==> config.mk <==
export PLATFORM = sky130hd
export DESIGN_NAME = player_move_scheduler
export DESIGN_NICKNAME = d
export VERILOG_FILES = /design/src/rtl/player_move_scheduler.sv
export SDC_FILE = /design/constraint.sdc
export NUM_CORES = 1
export LEC_CHECK = 0
export ABC_AREA = 1
export CAP_MARGIN = 15
export CORE_UTILIZATION = 50
export CTS_CLUSTER_SIZE = 20
export DETAILED_ROUTE_END_ITERATION = 16
export PLACE_DENSITY = 0.78
export SYNTH_ARGS = -nofsm -noshare
export SYNTH_HDL_FRONTEND = slang
export SYNTH_SLANG_ARGS = --single-unit
==> constraint.sdc <==
create_clock -name clk -period 8 [get_ports clk]
set_input_delay 1.2 -clock clk [delete_from_list [all_inputs] [get_ports clk]]
set_output_delay 1.2 -clock clk [all_outputs]
set_load 0.05 [all_outputs]
==> src/rtl/player_move_scheduler.sv <==
// Turn sequencer for the two board sprites: accepts a dice move for the active player,
// walks that player along a serpentine board path one tile per FRAMES_PER_STEP frames.
//
// state | meaning
// IDLE  | waiting for a move request for the active player
// WAIT  | move in progress, counting frame_ticks between tile steps
// DONE  | one-cycle move_done pulse, hand over turn or end game
// OVER  | a player reached the goal tile, frozen until reset
module player_move_scheduler #(
    parameter int ORIGIN_X        = 64,
    parameter int ORIGIN_Y        = 48,
    parameter int TILE_W          = 32,
    parameter int TILE_H          = 32,
    parameter int COLS            = 8,
    parameter int ROWS            = 6,
    parameter int FRAMES_PER_STEP = 4
) (
    input  logic       clk,
    input  logic       reset,
    input  logic       frame_tick,
    input  logic       move_valid,
    input  logic [2:0] move_steps,
    output logic       move_ready,
    output logic       move_done,
    output logic       busy,
    output logic       active_player,
    output logic       game_over,
    output logic       winner,
    output logic [9:0] p0_x,
    output logic [9:0] p0_y,
    output logic [9:0] p1_x,
    output logic [9:0] p1_y
);

    localparam int NUM_TILES = COLS * ROWS;
    localparam int TILE_BITS = (NUM_TILES > 1) ? $clog2(NUM_TILES) : 1;
    localparam int COL_BITS  = (COLS > 1) ? $clog2(COLS) : 1;
    localparam int ROW_BITS  = (ROWS > 1) ? $clog2(ROWS) : 1;
    localparam int FCNT_BITS = (FRAMES_PER_STEP > 1) ? $clog2(FRAMES_PER_STEP) : 1;

    localparam logic [TILE_BITS-1:0] GOAL_TILE = TILE_BITS'(NUM_TILES - 1);
    localparam logic [COL_BITS-1:0]  LAST_COL  = COL_BITS'(COLS - 1);
    localparam logic [FCNT_BITS-1:0] FCNT_LAST = FCNT_BITS'(FRAMES_PER_STEP - 1);
    localparam logic [9:0]           X0        = 10'(ORIGIN_X);
    localparam logic [9:0]           Y0        = 10'(ORIGIN_Y);
    localparam logic [9:0]           DX        = 10'(TILE_W);
    localparam logic [9:0]           DY        = 10'(TILE_H);

    typedef enum logic [1:0] {
        IDLE = 2'd0,
        WAIT = 2'd1,
        DONE = 2'd2,
        OVER = 2'd3
    } state_t;

    state_t state_q, state_d;

    logic                 active_q;
    logic                 game_over_q;
    logic                 winner_q;
    logic                 goal_q;
    logic [FCNT_BITS-1:0] fcnt_q;
    logic [2:0]           remaining_q;

    logic [ROW_BITS-1:0]  row_q  [2];
    logic [COL_BITS-1:0]  col_q  [2];
    logic [TILE_BITS-1:0] tile_q [2];
    logic [9:0]           x_q    [2];
    logic [9:0]           y_q    [2];

    logic [ROW_BITS-1:0]  cur_row, nxt_row;
    logic [COL_BITS-1:0]  cur_col, nxt_col;
    logic [TILE_BITS-1:0] cur_tile, nxt_tile;
    logic [9:0]           cur_x, nxt_x;
    logic [9:0]           cur_y, nxt_y;
    logic                 step_en;
    logic                 step_goal;
    logic [2:0]           rem_dec;

    assign cur_row  = row_q[active_q];
    assign cur_col  = col_q[active_q];
    assign cur_tile = tile_q[active_q];
    assign cur_x    = x_q[active_q];
    assign cur_y    = y_q[active_q];

    // Serpentine walk: even rows run left-to-right, odd rows right-to-left, row ends drop down.
    always_comb begin
        nxt_row  = cur_row;
        nxt_col  = cur_col;
        nxt_x    = cur_x;
        nxt_y    = cur_y;
        nxt_tile = cur_tile + TILE_BITS'(1);
        if (!cur_row[0]) begin
            if (cur_col == LAST_COL) begin
                nxt_row = cur_row + ROW_BITS'(1);
                nxt_y   = cur_y + DY;
            end else begin
                nxt_col = cur_col + COL_BITS'(1);
                nxt_x   = cur_x + DX;
            end
        end else begin
            if (cur_col == '0) begin
                nxt_row = cur_row + ROW_BITS'(1);
                nxt_y   = cur_y + DY;
            end else begin
                nxt_col = cur_col - COL_BITS'(1);
                nxt_x   = cur_x - DX;
            end
        end
    end

    assign step_en   = (state_q == WAIT) && frame_tick && (fcnt_q == FCNT_LAST);
    assign step_goal = (nxt_tile == GOAL_TILE);
    assign rem_dec   = remaining_q - 3'd1;

    always_ff @(posedge clk) begin
        if (reset) begin
            state_q <= IDLE;
        end else begin
            state_q <= state_d;
        end
    end

    always_comb begin
        state_d    = state_q;
        move_ready = 1'b0;
        busy       = 1'b0;
        move_done  = 1'b0;
        case (state_q)
            IDLE: begin
                move_ready = 1'b1;
                if (move_valid) begin
                    state_d = (move_steps == 3'd0) ? DONE : WAIT;
                end
            end
            WAIT: begin
                busy = 1'b1;
                if (step_en && ((rem_dec == 3'd0) || step_goal)) begin
                    state_d = DONE;
                end
            end
            DONE: begin
                busy      = 1'b1;
                move_done = 1'b1;
                state_d   = goal_q ? OVER : IDLE;
            end
            OVER: begin
                state_d = OVER;
            end
            default: begin
                state_d = IDLE;
            end
        endcase
    end

    always_ff @(posedge clk) begin
        if (reset) begin
            active_q    <= 1'b0;
            game_over_q <= 1'b0;
            winner_q    <= 1'b0;
            goal_q      <= 1'b0;
            fcnt_q      <= '0;
            remaining_q <= 3'd0;
            for (int i = 0; i < 2; i++) begin
                row_q[i]  <= '0;
                col_q[i]  <= '0;
                tile_q[i] <= '0;
                x_q[i]    <= X0;
                y_q[i]    <= Y0;
            end
        end else begin
            case (state_q)
                IDLE: begin
                    if (move_valid) begin
                        remaining_q <= move_steps;
                        fcnt_q      <= '0;
                        goal_q      <= 1'b0;
                    end
                end
                WAIT: begin
                    if (frame_tick) begin
                        if (fcnt_q == FCNT_LAST) begin
                            fcnt_q           <= '0;
                            row_q[active_q]  <= nxt_row;
                            col_q[active_q]  <= nxt_col;
                            tile_q[active_q] <= nxt_tile;
                            x_q[active_q]    <= nxt_x;
                            y_q[active_q]    <= nxt_y;
                            // Landing on the goal throws away any overshoot.
                            remaining_q      <= step_goal ? 3'd0 : rem_dec;
                            goal_q           <= step_goal;
                        end else begin
                            fcnt_q <= fcnt_q + FCNT_BITS'(1);
                        end
                    end
                end
                DONE: begin
                    if (goal_q) begin
                        game_over_q <= 1'b1;
                        winner_q    <= active_q;
                    end else begin
                        active_q <= ~active_q;
                    end
                end
                default: begin
                end
            endcase
        end
    end

    assign active_player = active_q;
    assign game_over     = game_over_q;
    assign winner        = winner_q;
    assign p0_x          = x_q[0];
    assign p0_y          = y_q[0];
    assign p1_x          = x_q[1];
    assign p1_y          = y_q[1];

endmodule
# After elaboration in Yosys (flattened, before gate mapping)

Memory sizes are Yosys's and may differ from the RTL's. A register that Yosys moved wholly into a read port is not among the register bits.
Cells that the tools add are included.

Add/sub/neg operators: 9
$mul: 0
Divide/modulo/power cells: 0
Order comparisons: 0
Equality and inequality tests: 10
Shift operators: 0
Mux-type cells: 65
Bitwise gates (word level): 2
Reduce and logical (&&, ||, !) cells: 20

Operators by type and width:

| kind                  | count |
|---|---|
| $mux 10               | 8 |
| $mux 3                | 12 |
| $mux 1                | 33 |
| $add 10x6->10 const B | 2 |
| $reduce_or 10->1      | 2 |
| $mux 2                | 7 |
| $sub 10x6->10 const B | 1 |
| $logic_not 3->1       | 3 |
| $pmux 2 s4            | 1 |
| $add 3x1->3 const B   | 2 |
| $add 6x1->6 const B   | 1 |
| $eq 2x2->1 const B    | 3 |
| $eq 6x6->1 const B    | 1 |
| $mux 6                | 1 |
| $pmux 3 s2            | 1 |
| $reduce_and 2->1      | 3 |
| $reduce_or 3->1       | 2 |
| $reduce_or 6->1       | 1 |
| $sub 3x1->3 const B   | 2 |
| $ne 2x1->1 const B    | 2 |
| $ne 2x2->1 const B    | 2 |
| $pmux 2 s2            | 1 |
| $reduce_and 4->1      | 1 |
| $eq 3x3->1 const B    | 1 |
| other kinds (10)      | 13 |

Register bits: 11
Latch bits: 0
RAM bits: 64
Memory bits (read-only): 0
Input bits: 7
Output and inout port bits: 46
Word-level logic and storage cells: 118
Memories kept: 5

Memory list:

| memory | depth | width | read ports | clocked after Yosys merged registers in | write ports | line | text |
|---|---|---|---|---|---|---|---|
| x_q    | 2     | 10    | 3          | 1                                       | 2           | 68   | `logic [9:0] x_q [2];` |
| y_q    | 2     | 10    | 3          | 1                                       | 2           | 69   | `logic [9:0] y_q [2];` |
| tile_q | 2     | 6     | 1          | 1                                       | 2           | 67   | `logic [TILE_BITS-1:0] tile_q [2];` |
| col_q  | 2     | 3     | 1          | 1                                       | 2           | 66   | `logic [COL_BITS-1:0] col_q [2];` |
| row_q  | 2     | 3     | 1          | 1                                       | 2           | 65   | `logic [ROW_BITS-1:0] row_q [2];` |

# Depth between registers and ports, before layout

Gate-level depths: netlist of the first run.

Depth after elaboration: 8
Depth in mapped cells: 18
Depth with buffers taken out: 18

# Worst setup path after synthesis of the first run

No wires, ideal clock.

Path kind: in2reg
Start: in frame_tick
End: mem col_q[0][0] (netlist name) (enable)
Library setup time: 387 ps
Arrival: 2623 ps
Data required time: 7613 ps
Setup slack: 4990 ps
Cell stages on the path: 7
Path buffers: 1
Path through: nand3_1 > nor2_1 > inv_1 > nor2_1 > inv_2 > buf_1 > nand2_1

RTL lines:

| item               | line | text |
|---|---|---|
| start: declaration | 20   | `input logic frame_tick,` |
| end: declaration   | 66   |  |

==> results.md, run 1 <==
- Status: finished clean
- Metal2 WL: 3980 um
- Worst-Margin Slew: 0.599 ns
- DP Cell Count: 536
- Commonest non-fill, non-tap cell in the layout: nand2_1
- Num rows: 31
- Avg Cell Area, Syn: 9.52 sq um
- Max Cap Viol: 0
- Clock Sinks: 72
- Placeable Area: 7250 sq um
- Yosys Warn Count: 0
- CP Max Fanout: 28
- Mapped Nets: 414
- Die area: 7820 sq um
- HPWL after detailed placement: 5520 um
- Routed Antenna Nets: 0
- Clock Tree Buf Depth: 2
- PortBufs: 52
- Worst Setup End Kind: flip-flop
- Tmin final: 3.41 ns
- Filler Cell Count: 584
- First-pass GRT wire length: 12,900 um
- Final TNS setup: 0 ns
- Met3 WL: 284 um
- Critical Path RT: 8.03 ns
- Data arrival, critical path: 3.44 ns
- Syn Inst Count: 392
- Initial antenna violation count: 0
- Final Skew: 0.0117 ns
- Most frequent cells in the layout: nand2_1 (76), nor2_1 (70), edfxtp_1 (60), clkdlybuf4s50_1 (52), inv_1 (45)
- DR WL/cell: 14.3 um
- Yosys reg bits: 72
- CTS tree: done
- Final #Nets: 470
- Htree depth: 3
- Post-cts resize count: 0
- Final setup vio count: 0
- First DRT Iteration DRCs: 122
- CTS clk-pin slew, worst paths: 0.08 ns
- Crit start category: input port
- GPL Wtd Cong: 0.883
- Synth-to-layout area growth: 22.0%
- Pins Over Slew Limit: 0
- GRT Util Overall: 22.0%
- Vias in the first global route: 2,773
- Die X: 88.4 um
- WL met1: 3520 um
- Fin crit share: 42.7%
- TritonRoute pass-1 iters: 4
- Pin count of the biggest net entering global routing: 39
- Top cell by count, worst path: nor2_1
- Leakage power: 1.82 nW
- Initial Utilization: 51.5%
- CTS Buf Count: 9
- Vias per inst: 5.15
- Die height: 88.4 um
- Synthesized area: 3730 sq um
- Relative slew slack: 60.0%
- Max VDD drop: 0.134 mV
- Finished Layout Cells: 552
- Worst hold path class: reg -> reg
- DR top layer: met4
- Final WL: 7910 um
- Post-synth cell types: 38
- CP Cell Sequence: clkdlybuf4s50_1 -> nand3_1 -> nor2_1 -> inv_1 -> nor2_1 -> inv_2 -> nand2_1 -> buf_4
- DR DRC count: 0
- Kind of critical path: in -> reg
- Slowest-stage cell, CP: nand2_1
- Remaining Overflow, GRT: 0
- I/O pin count: 53
- Ratio of cells with drive above 1 in the final layout: 10.4%
- Final Hold Viols: 0
- Hold_buf cts: 0
- Diodes inserted: 0
- Crit-path max cell delay: 0.54 ns
- Post-CTS setup buffers: 0
- DR vias: 2,845
- Pwr dens: 273 nW/um^2
- Fmax: 293 MHz
- Seq/Total Area, Yosys: 54.7%
- Clock network latency to the later pin of the worst-skew pair: 0.35 ns
- RSZ-0062 raised after global routing: false
- Root Buffer Master: clkbuf_8
==> sequential cells by signal (all words and copies together) (netlist names), named ones only <==
register       count
winner             1
x_q               20
active_player      1
state_q            2
row_q              2
remaining_q        3
fcnt_q             2
game_over          1
goal_q             1
tile_q            12
y_q               20
col_q              6
==> metrics by stage <==
step / area [sq um] / utilization, % / worst slack, ns / hold slack (ns) / power (W)
after floorplan: 3730 / - / 4.99 / 0.441 / 0.000830
after global placement: 4330 / 59.7 / 4.34 / 0.463 / 0.000905
after detailed placement: 4330 / 59.7 / 4.22 / 0.462 / 0.000922
after CTS: 4560 / 62.8 / 4.58 / 0.475 / 0.00125
after global routing: 4560 / 62.8 / 4.34 / 0.531 / 0.00132
final: 4560 / 62.8 / 4.59 / 0.475 / 0.00124
==> synthesized netlist by cell type (all sizes together) <==
library cell / n / area [sq um]
a21boi: 1 / 7.51
a21oi: 8 / 40.0
a221oi: 2 / 17.5
a31oi: 3 / 18.8
buf: 8 / 65.1
clkbuf: 2 / 7.51
dfxtp: 12 / 240
edfxtp: 60 / 1800
ha: 15 / 188
inv: 50 / 188
mux2i: 13 / 143
nand2: 82 / 323
nand3: 13 / 70.1
nand4: 3 / 18.8
nor2: 73 / 287
nor3: 5 / 25.0
nor4: 1 / 6.26
o211ai: 1 / 7.51
o21a: 1 / 7.51
o21ai: 18 / 109
o21bai: 1 / 7.51
o22ai: 1 / 6.26
o31ai: 1 / 7.51
o32ai: 1 / 8.76
or2: 6 / 37.5
xnor2: 1 / 8.76
xor2: 10 / 87.6
==> logic make-up (layout without fill, tap and decap cells) <==
family | after synthesis | after routing | share of synthesized area (%)
compound gates | 38 | 38 | 6.37
buf+inv | 60 | 121 | 6.97
simple gates | 183 | 183 | 20.5
flops | 72 | 72 | 54.7
mux | 13 | 13 | 3.82
fa+ha+maj | 15 | 15 | 5.03
xor+xnor | 11 | 11 | 2.58
==> cell type report <==
class	count	area [sq um]	area share, %
Clock inverter	7	103	2.25
Clock buffer	9	124	2.72
Timing Repair Buffer	55	543	11.9
Inverter	50	188	4.12
Multi-Input combinational cell	260	1430	31.4
Sequential cell	72	2040	44.9
Tap cell	99	124	2.72
==> worst paths after layout <==
kind	depth (start not counted)	end	start	slack, ns
worst max-delay path	8	x_q[1][1]$_SDFFCE_PN0P_	frame_tick	4.59
worst min-delay path	2	fcnt_q[1]$_SDFFE_PP0P_	fcnt_q[1]$_SDFFE_PP0P_	0.47
worst max register to register	14	x_q[1][6]$_SDFFCE_PN1P_	flip-flop	4.74
worst min register to register	2	fcnt_q[1]$_SDFFE_PP0P_	fcnt_q[1]$_SDFFE_PP0P_	0.47
==> metal layers <==
metal  GRT usage (%)  vias to the layer above
met5               0                        -
met4            9.38                        0
met3            3.17                       14
met2            36.9                       67
met1            28.6                     1364
li1                -                     1400
==> power by group <==
part           leakage (nW)  switching (W)  total [W]  internal, W
sequential            0.697      0.0000150   0.000445     0.000430
clock                 0.110       0.000146   0.000325     0.000179
combinational          1.02       0.000321   0.000474     0.000153
==> worst max-delay path, delay by kind of cell <==
kind / cells / cell delay (ns)
simple gates: 4 / 1.03
buf+inv: 4 / 1.20
No activity file was read; power rests on OpenSTA's default activity.
==> run 2, diff against run 1 <==
==> constraint.sdc (replaced) <==
create_clock -name clk -period 3.4 [get_ports clk]
set_input_delay 0.51 -clock clk [delete_from_list [all_inputs] [get_ports clk]]
set_output_delay 0.51 -clock clk [all_outputs]
set_load 0.05 [all_outputs]
==> run 2 against run 1 <==
  * Critical path depth grew 5
  * Sequential power grew 140%
  * Clock power grew 95%
  * Final cell count grew 0.18%
  * Total power grew 120%
==> results.md, run 2 (synthesis gave the netlist of run 1 again) <==
- DR WL/cell: 13.8 um (-3.7%)
- Relative slew slack: 62.1% (+2.1 points)
- Tmin final: 2.83 ns
- Final WL: 7630 um (-3.6%)
- RSZ-0062 raised after global routing: false
- GRT Util Overall: 21.2% (-0.84 points)
- First-pass GRT wire length: 12,300 um (-4.5%)
- Num rows: 31 (unchanged)
- Pin count of the biggest net entering global routing: 31 (-21%)
- Max Cap Viol: 0 (unchanged)
- Clock Tree Buf Depth: 2 (unchanged)
- Clock network latency to the later pin of the worst-skew pair: 0.35 ns (about the same)
- Post-Place Worst Slack: 0.574 ns (-3.64 ns)
- Hold_buf cts: 0 (unchanged)
- Diodes inserted: 0 (unchanged)
- CP Cell Sequence: inv_2 -> or2_2 -> o21ai_0 -> inv_1 -> ha_1 -> nand2_1 -> inv_1 -> nor2_4 -> inv_1 -> nand2_2 -> inv_2 -> a221oi_1 -> nor2_1
- Worst Setup End Kind: flip-flop
- Top cell by count, worst path: inv_1
- HPWL after detailed placement: 5320 um (-3.6%)
- Synth-to-layout area growth: 21.0%
- Fmax: 354 MHz
- Leakage power: 1.81 nW (-1.1%)
- Most frequent cells in the layout: nand2_1 (76), nor2_1 (70), edfxtp_1 (60), clkdlybuf4s50_1 (52), inv_1 (45)
- Final Hold Viols: 0 (unchanged)
- Final Worst Setup Slack: 0.573 ns (-4.01 ns)
- Slowest-stage cell, CP: dfxtp_2
- Fin crit share: 83.2%
- Post-CTS setup buffers: 0 (unchanged)
- Final setup vio count: 0 (unchanged)
- DR vias: 2,792 (-1.9%)
- First DRT Iteration DRCs: 150 (+23%)
- Worst flop-to-flop path endpoint: col_q[0][1]$_SDFFCE_PN0P_
- HP Start: fcnt_q[1]$_SDFFE_PP0P_
- Final Skew: 0.00943 ns (-0.00228 ns)
- Die X: 88.4 um (unchanged)
- Registers with the most flip-flops: x_q x20, y_q x20, tile_q x12
- Worst-Margin Slew: 0.562 ns (-0.0364 ns)
- Commonest non-fill, non-tap cell in the layout: nand2_1
- Placeable Area: 7250 sq um (unchanged)
- Worst hold path class: reg -> reg
- Post-cts resize count: 0 (unchanged)
- GPL Wtd Cong: 0.877 (-0.69%)
- Final #Nets: 471 (+0.21%)
- Status: finished clean
- FF-to-FF path depth: 13 (-1)
- Crit-path max cell delay: 0.52 ns (-0.02 ns)
- Htree depth: 3 (unchanged)
- CP Max Fanout: 16 (-43%)
- Vias per inst: 5.05 (-2.0%)
- Hold-critical path depth: 2 (unchanged)
- Initial Utilization: 51.5% (unchanged)
- Hold EP: fcnt_q[1]$_SDFFE_PP0P_
- Ratio of cells with drive above 1 in the final layout: 9.47% (-0.90 points)
- I/O pin count: 53 (unchanged)
- Critical Path RT: 3.49 ns (-4.54 ns)
- Routed Antenna Nets: 0 (unchanged)
- Max VDD drop: 0.353 mV (+160%)
- TritonRoute pass-1 iters: 4 (unchanged)
- Die height: 88.4 um (unchanged)
- Initial antenna violation count: 0 (unchanged)
- CTS tree: done
- Reg2reg setup slack: 0.57 ns (-4.17 ns)
- Vias in the first global route: 2,669 (-3.8%)
- Crit start category: flip-flop
- Kind of critical path: reg -> reg
- Die area: 7820 sq um (unchanged)
- Pwr dens: 616 nW/um^2 (+130%)
- Final TNS setup: 0 ns (unchanged)
- CTS clk-pin slew, worst paths: 0.07 ns (about the same)
- Clock Sinks: 72 (unchanged)
- Hold Slack: 0.477 ns (+0.00187 ns)
- Remaining Overflow, GRT: 0 (unchanged)
- Pins Over Slew Limit: 0 (unchanged)
- DR DRC count: 0 (unchanged)
- CTS Buf Count: 9 (unchanged)
- Root Buffer Master: clkbuf_8
- Data arrival, critical path: 2.92 ns (-0.52 ns)
- PortBufs: 52 (unchanged)
run 2: cell count changes in the layout (fill, tap and decap cells not counted):
cell / delta
inv_6: -2
clkbuf_1: +3
clkinv_1: +2
buf_4: +1
bufinv_16: -1
clkinv_4: -2
run 2: layer usage:
metal	vias to the layer above	track usage, %	share of wire (%)
met5	-	0	0
met4	0	9.68	2.0
met3	14	5.22	4.1
met1	1319	26.2	44
li1	1405	-	-
met2	54	35.1	49
run 2: critical path: cells and delay by family, from the launching register on:
family	cells	cell delay, ns
flops	1	0.52
compound gates	2	0.55
buf+inv	5	0.52
fa+ha+maj	1	0.22
simple gates	5	0.74
run 2: per-stage QoR:
stage	cells	util, %	power, W	area [sq um]
2_1_floorplan	392	-	0.00195	3730
3_3_place_gp	537	59.8	0.00213	4340
3_5_place_dp	537	59.8	0.00216	4340
4_1_cts	553	62.3	0.00279	4520
5_1_grt	553	62.3	0.00295	4520
6_report	553	62.3	0.00278	4520
run 2: layout make-up:
class                      instances  area (sq um)
clock buffer                      12           135
clock inverter                     4          45.0
fill                             605          2740
inverter                          50           188
multi-input combinational        260          1430
sequential                        72          2040
tap                               99           124
timing repair buffer              56           551
run 2: power breakdown:
group	total, W	internal, W	leakage [nW]	switching, W
logic	0.00108	0.000361	1.02	0.000723
registers	0.00107	0.00101	0.697	0.0000533
clock network	0.000634	0.000335	0.0857	0.000299
total	0.00278	0.00171	1.81	0.00108
run 2: how the worst max path moves through the flow:
stage	startpoint	endpoint	slack (ns)	cells after the start
finish	flip-flop	col_q[0][1]$_SDFFCE_PN0P_	0.57	13
global route	flip-flop	x_q[1][6]$_SDFFCE_PN1P_	0.29	13
CTS	flip-flop	col_q[0][1]$_SDFFCE_PN0P_	0.56	13
detailed placement	flip-flop	col_q[0][1]$_SDFFCE_PN0P_	0.57	13
global placement	frame_tick	x_q[0][8]$_SDFFCE_PN0P_	0.63	8
floorplan	state_q[1]$_SDFFE_PP0P_	col_q[0][0]$_SDFFCE_PN0P_	0.89	10
==> run 3, diff against run 2 <==
==> constraint.sdc (replaced) <==
create_clock -name clk -period 2.66 [get_ports clk]
set_input_delay 0.399 -clock clk [delete_from_list [all_inputs] [get_ports clk]]
set_output_delay 0.399 -clock clk [all_outputs]
set_load 0.05 [all_outputs]
==> run 3 against run 2 <==
  * Sequential power grew 25%
  * First-iteration DRC count grew 19%
  * Design area grew 0.94%
  * Worst hold slack lost 0.0030 ns
  * Setup slack lost 0.32 ns
  * Via count grew 2.7%
  * Sequential share of layout area shrank 0.42 points
  * Fmax grew 17%
  * Wire length grew 3.3%
  * Clock skew grew 0.0025 ns
  * Register-to-register slack lost 0.32 ns
  * Critical endpoint is now state_q[0]$_SDFFE_PP0P_
  * Largest power group unchanged
==> results.md, run 3 (synthesis gave the netlist of run 1 again) <==
- Top cell by count, worst path: nand2_1
- Slowest-stage cell, CP: dfxtp_2
- TritonRoute pass-1 iters: 4 (unchanged)
- CTS clk-pin slew, worst paths: 0.08 ns (about the same)
- Filler Cell Count: 601 (-0.66%)
- Pin count of the biggest net entering global routing: 28 (-9.7%)
- Hold_buf cts: 0 (unchanged)
- Register area: 2040 sq um (unchanged)
- Diodes inserted: 0 (unchanged)
- Fin area: 4560 sq um (+0.94%)
- Placeable Area: 7250 sq um (unchanged)
- Leakage power: 1.84 nW (+2.2%)
- Worst-Margin Slew: 0.555 ns (-0.00763 ns)
- Registers with the most flip-flops: x_q x20, y_q x20, tile_q x12
- Worst Setup End Kind: flip-flop
- Final Skew: 0.0119 ns (+0.00251 ns)
- Max Cap Viol: 0 (unchanged)
- Critical Path RT: 2.90 ns (-0.59 ns)
- Hold EP: fcnt_q[1]$_SDFFE_PP0P_
- Worst hold path class: reg -> reg
- Die height: 88.4 um (unchanged)
- Htree depth: 3 (unchanged)
- Final TNS setup: 0 ns (unchanged)
- DR vias: 2,866 (+2.7%)
- First-pass GRT wire length: 12,700 um (+3.2%)
- HPWL after detailed placement: 5470 um (+2.8%)
- Data arrival, critical path: 2.65 ns (-0.27 ns)
- Final Hold Viols: 0 (unchanged)
- DR DRC count: 0 (unchanged)
- Tmin final: 2.41 ns (-0.417 ns)
- Final setup vio count: 0 (unchanged)
- Crit start category: flip-flop
- FF-to-FF path depth: 18 (+5)
- Num rows: 31 (unchanged)
- Die X: 88.4 um (unchanged)
- Most frequent cells in the layout: nand2_1 (76), nor2_1 (70), edfxtp_1 (60), clkdlybuf4s50_1 (52), inv_1 (45)
- Tot Pwr: 0.00356 W (+28%)
- Hold-critical path depth: 2 (unchanged)
- Crit-path max cell delay: 0.35 ns (-0.17 ns)
- Synth-to-layout area growth: 22.1%
- Clock Tree Buf Depth: 2 (unchanged)
- Pwr dens: 780 nW/um^2 (+27%)
- Fmax: 415 MHz (+17%)
- First DRT Iteration DRCs: 178 (+19%)
- Commonest non-fill, non-tap cell in the layout: nand2_1
- HP Start: fcnt_q[1]$_SDFFE_PP0P_
- GPL Wtd Cong: 0.840 (-4.2%)
- Post-cts resize count: 0 (unchanged)
- Fin crit share: 90.6% (+7.4 points)
- Reg2reg setup slack: 0.25 ns (-0.32 ns)
- Buf/Inv on CP: 4 (-1)
- Vias per inst: 5.11 (+1.2%)
- Clock Sinks: 72 (unchanged)
- Final WL: 7880 um (+3.3%)
- CP Cell Sequence: buf_4 -> buf_4 -> nand2_1 -> o21ai_2 -> inv_2 -> ha_1 -> inv_1 -> nor2_1 -> nand3_1 -> nand2_1 -> nor2_2 -> nand3_2 -> nand2_1 -> nand2_1 -> nand2_1 -> nand2_2 -> nor2_1 -> nor2_1
- Post-CTS setup buffers: 0 (unchanged)
- Final #Nets: 479 (+1.7%)
- Root Buffer Master: clkbuf_8
- Vias in the first global route: 2,797 (+4.8%)
- Remaining Overflow, GRT: 0 (unchanged)
- GRT Util Overall: 21.7% (+0.53 points)
- RSZ-0062 raised after global routing: false
- Relative slew slack: 63.0% (+0.90 points)
- Die area: 7820 sq um (unchanged)
- CP top delay family: simple AND/OR/NAND/NOR gates
- Initial Utilization: 51.5% (unchanged)
- Area of the multi-input gates: 1430 sq um (unchanged)
- CTS Buf Count: 9 (unchanged)
- Worst flop-to-flop path endpoint: state_q[0]$_SDFFE_PP0P_
- Clock network latency to the later pin of the worst-skew pair: 0.35 ns (about the same)
- CTS tree: done
- Routed Antenna Nets: 0 (unchanged)
- PortBufs: 52 (unchanged)
- Initial antenna violation count: 0 (unchanged)
- Ratio of cells with drive above 1 in the final layout: 11.7% (+2.2 points)
- Pins Over Slew Limit: 0 (unchanged)
- Placed standard-cell area: 4400 sq um (+1.4%)
- Kind of critical path: reg -> reg
- CP Max Fanout: 17 (+1)
- DR WL/cell: 14.0 um (+1.9%)
- Status: finished clean
- I/O pin count: 53 (unchanged)
- Max VDD drop: 0.515 mV (+46%)
## run 3: metrics by stage
step           std cells  setup WS [ns]  utilization [%]  hold slack, ns
6_report             561          0.250             62.9           0.474
5_1_grt              561        0.00976             62.9           0.500
4_1_cts              561          0.252             62.9           0.477
3_5_place_dp         545          0.269             60.6           0.465
3_3_place_gp         545          0.344             60.6           0.461
2_1_floorplan        392          0.151                -           0.441
## run 3: how the worst max path moves through the flow
| stage | startpoint | end | slack, ns | depth (start not counted) |
|---|---|---|---|---|
| global placement | flip-flop | state_q[1]$_SDFFE_PP0P_ | 0.34 | 18 |
| finish | flip-flop | state_q[0]$_SDFFE_PP0P_ | 0.25 | 18 |
| floorplan | state_q[1]$_SDFFE_PP0P_ | col_q[0][0]$_SDFFCE_PN0P_ | 0.15 | 10 |
| global route | flip-flop | state_q[0]$_SDFFE_PP0P_ | 0.01 | 18 |
| detailed placement | flip-flop | state_q[0]$_SDFFE_PP0P_ | 0.27 | 18 |
| CTS | flip-flop | state_q[0]$_SDFFE_PP0P_ | 0.25 | 19 |
## run 3: area by class of cell
type | count | share of cell area [%]
Clock buffer | 11 | 2.88
Multi-Input combinational cell | 260 | 31.4
Inverter | 50 | 4.12
Clock inverter | 5 | 0.686
Timing Repair Buffer | 64 | 13.4
Sequential cell | 72 | 44.8
Tap cell | 99 | 2.72
## run 3: where the power goes
| group | internal (W) | switching (W) |
|---|---|---|
| combinational | 0.000496 | 0.000965 |
| sequential | 0.00129 | 0.0000489 |
| clock | 0.000339 | 0.000414 |
## run 3: layer usage
layer / global-route usage, % / wire [um] / vias up
met5: 0 / 0 / -
met4: 8.80 / 166 / 0
met3: 6.16 / 341 / 16
met2: 36.3 / 3960 / 67
met1: 26.5 / 3420 / 1361
li1: - / - / 1422
## run 3: worst reg2reg max path, cell delays in order (launching register included)
cell and delay, ns:
dfxtp_2 0.35, buf_4 0.21, buf_4 0.28, nand2_1 0.10, o21ai_2 0.09, inv_2 0.09, ha_1 0.24, inv_1 0.08
nor2_1 0.05, nand3_1 0.05, nand2_1 0.07, nor2_2 0.11, nand3_2 0.15, nand2_1 0.09, nand2_1 0.05, nand2_1 0.06
nand2_2 0.08, nor2_1 0.11, nor2_1 0.06
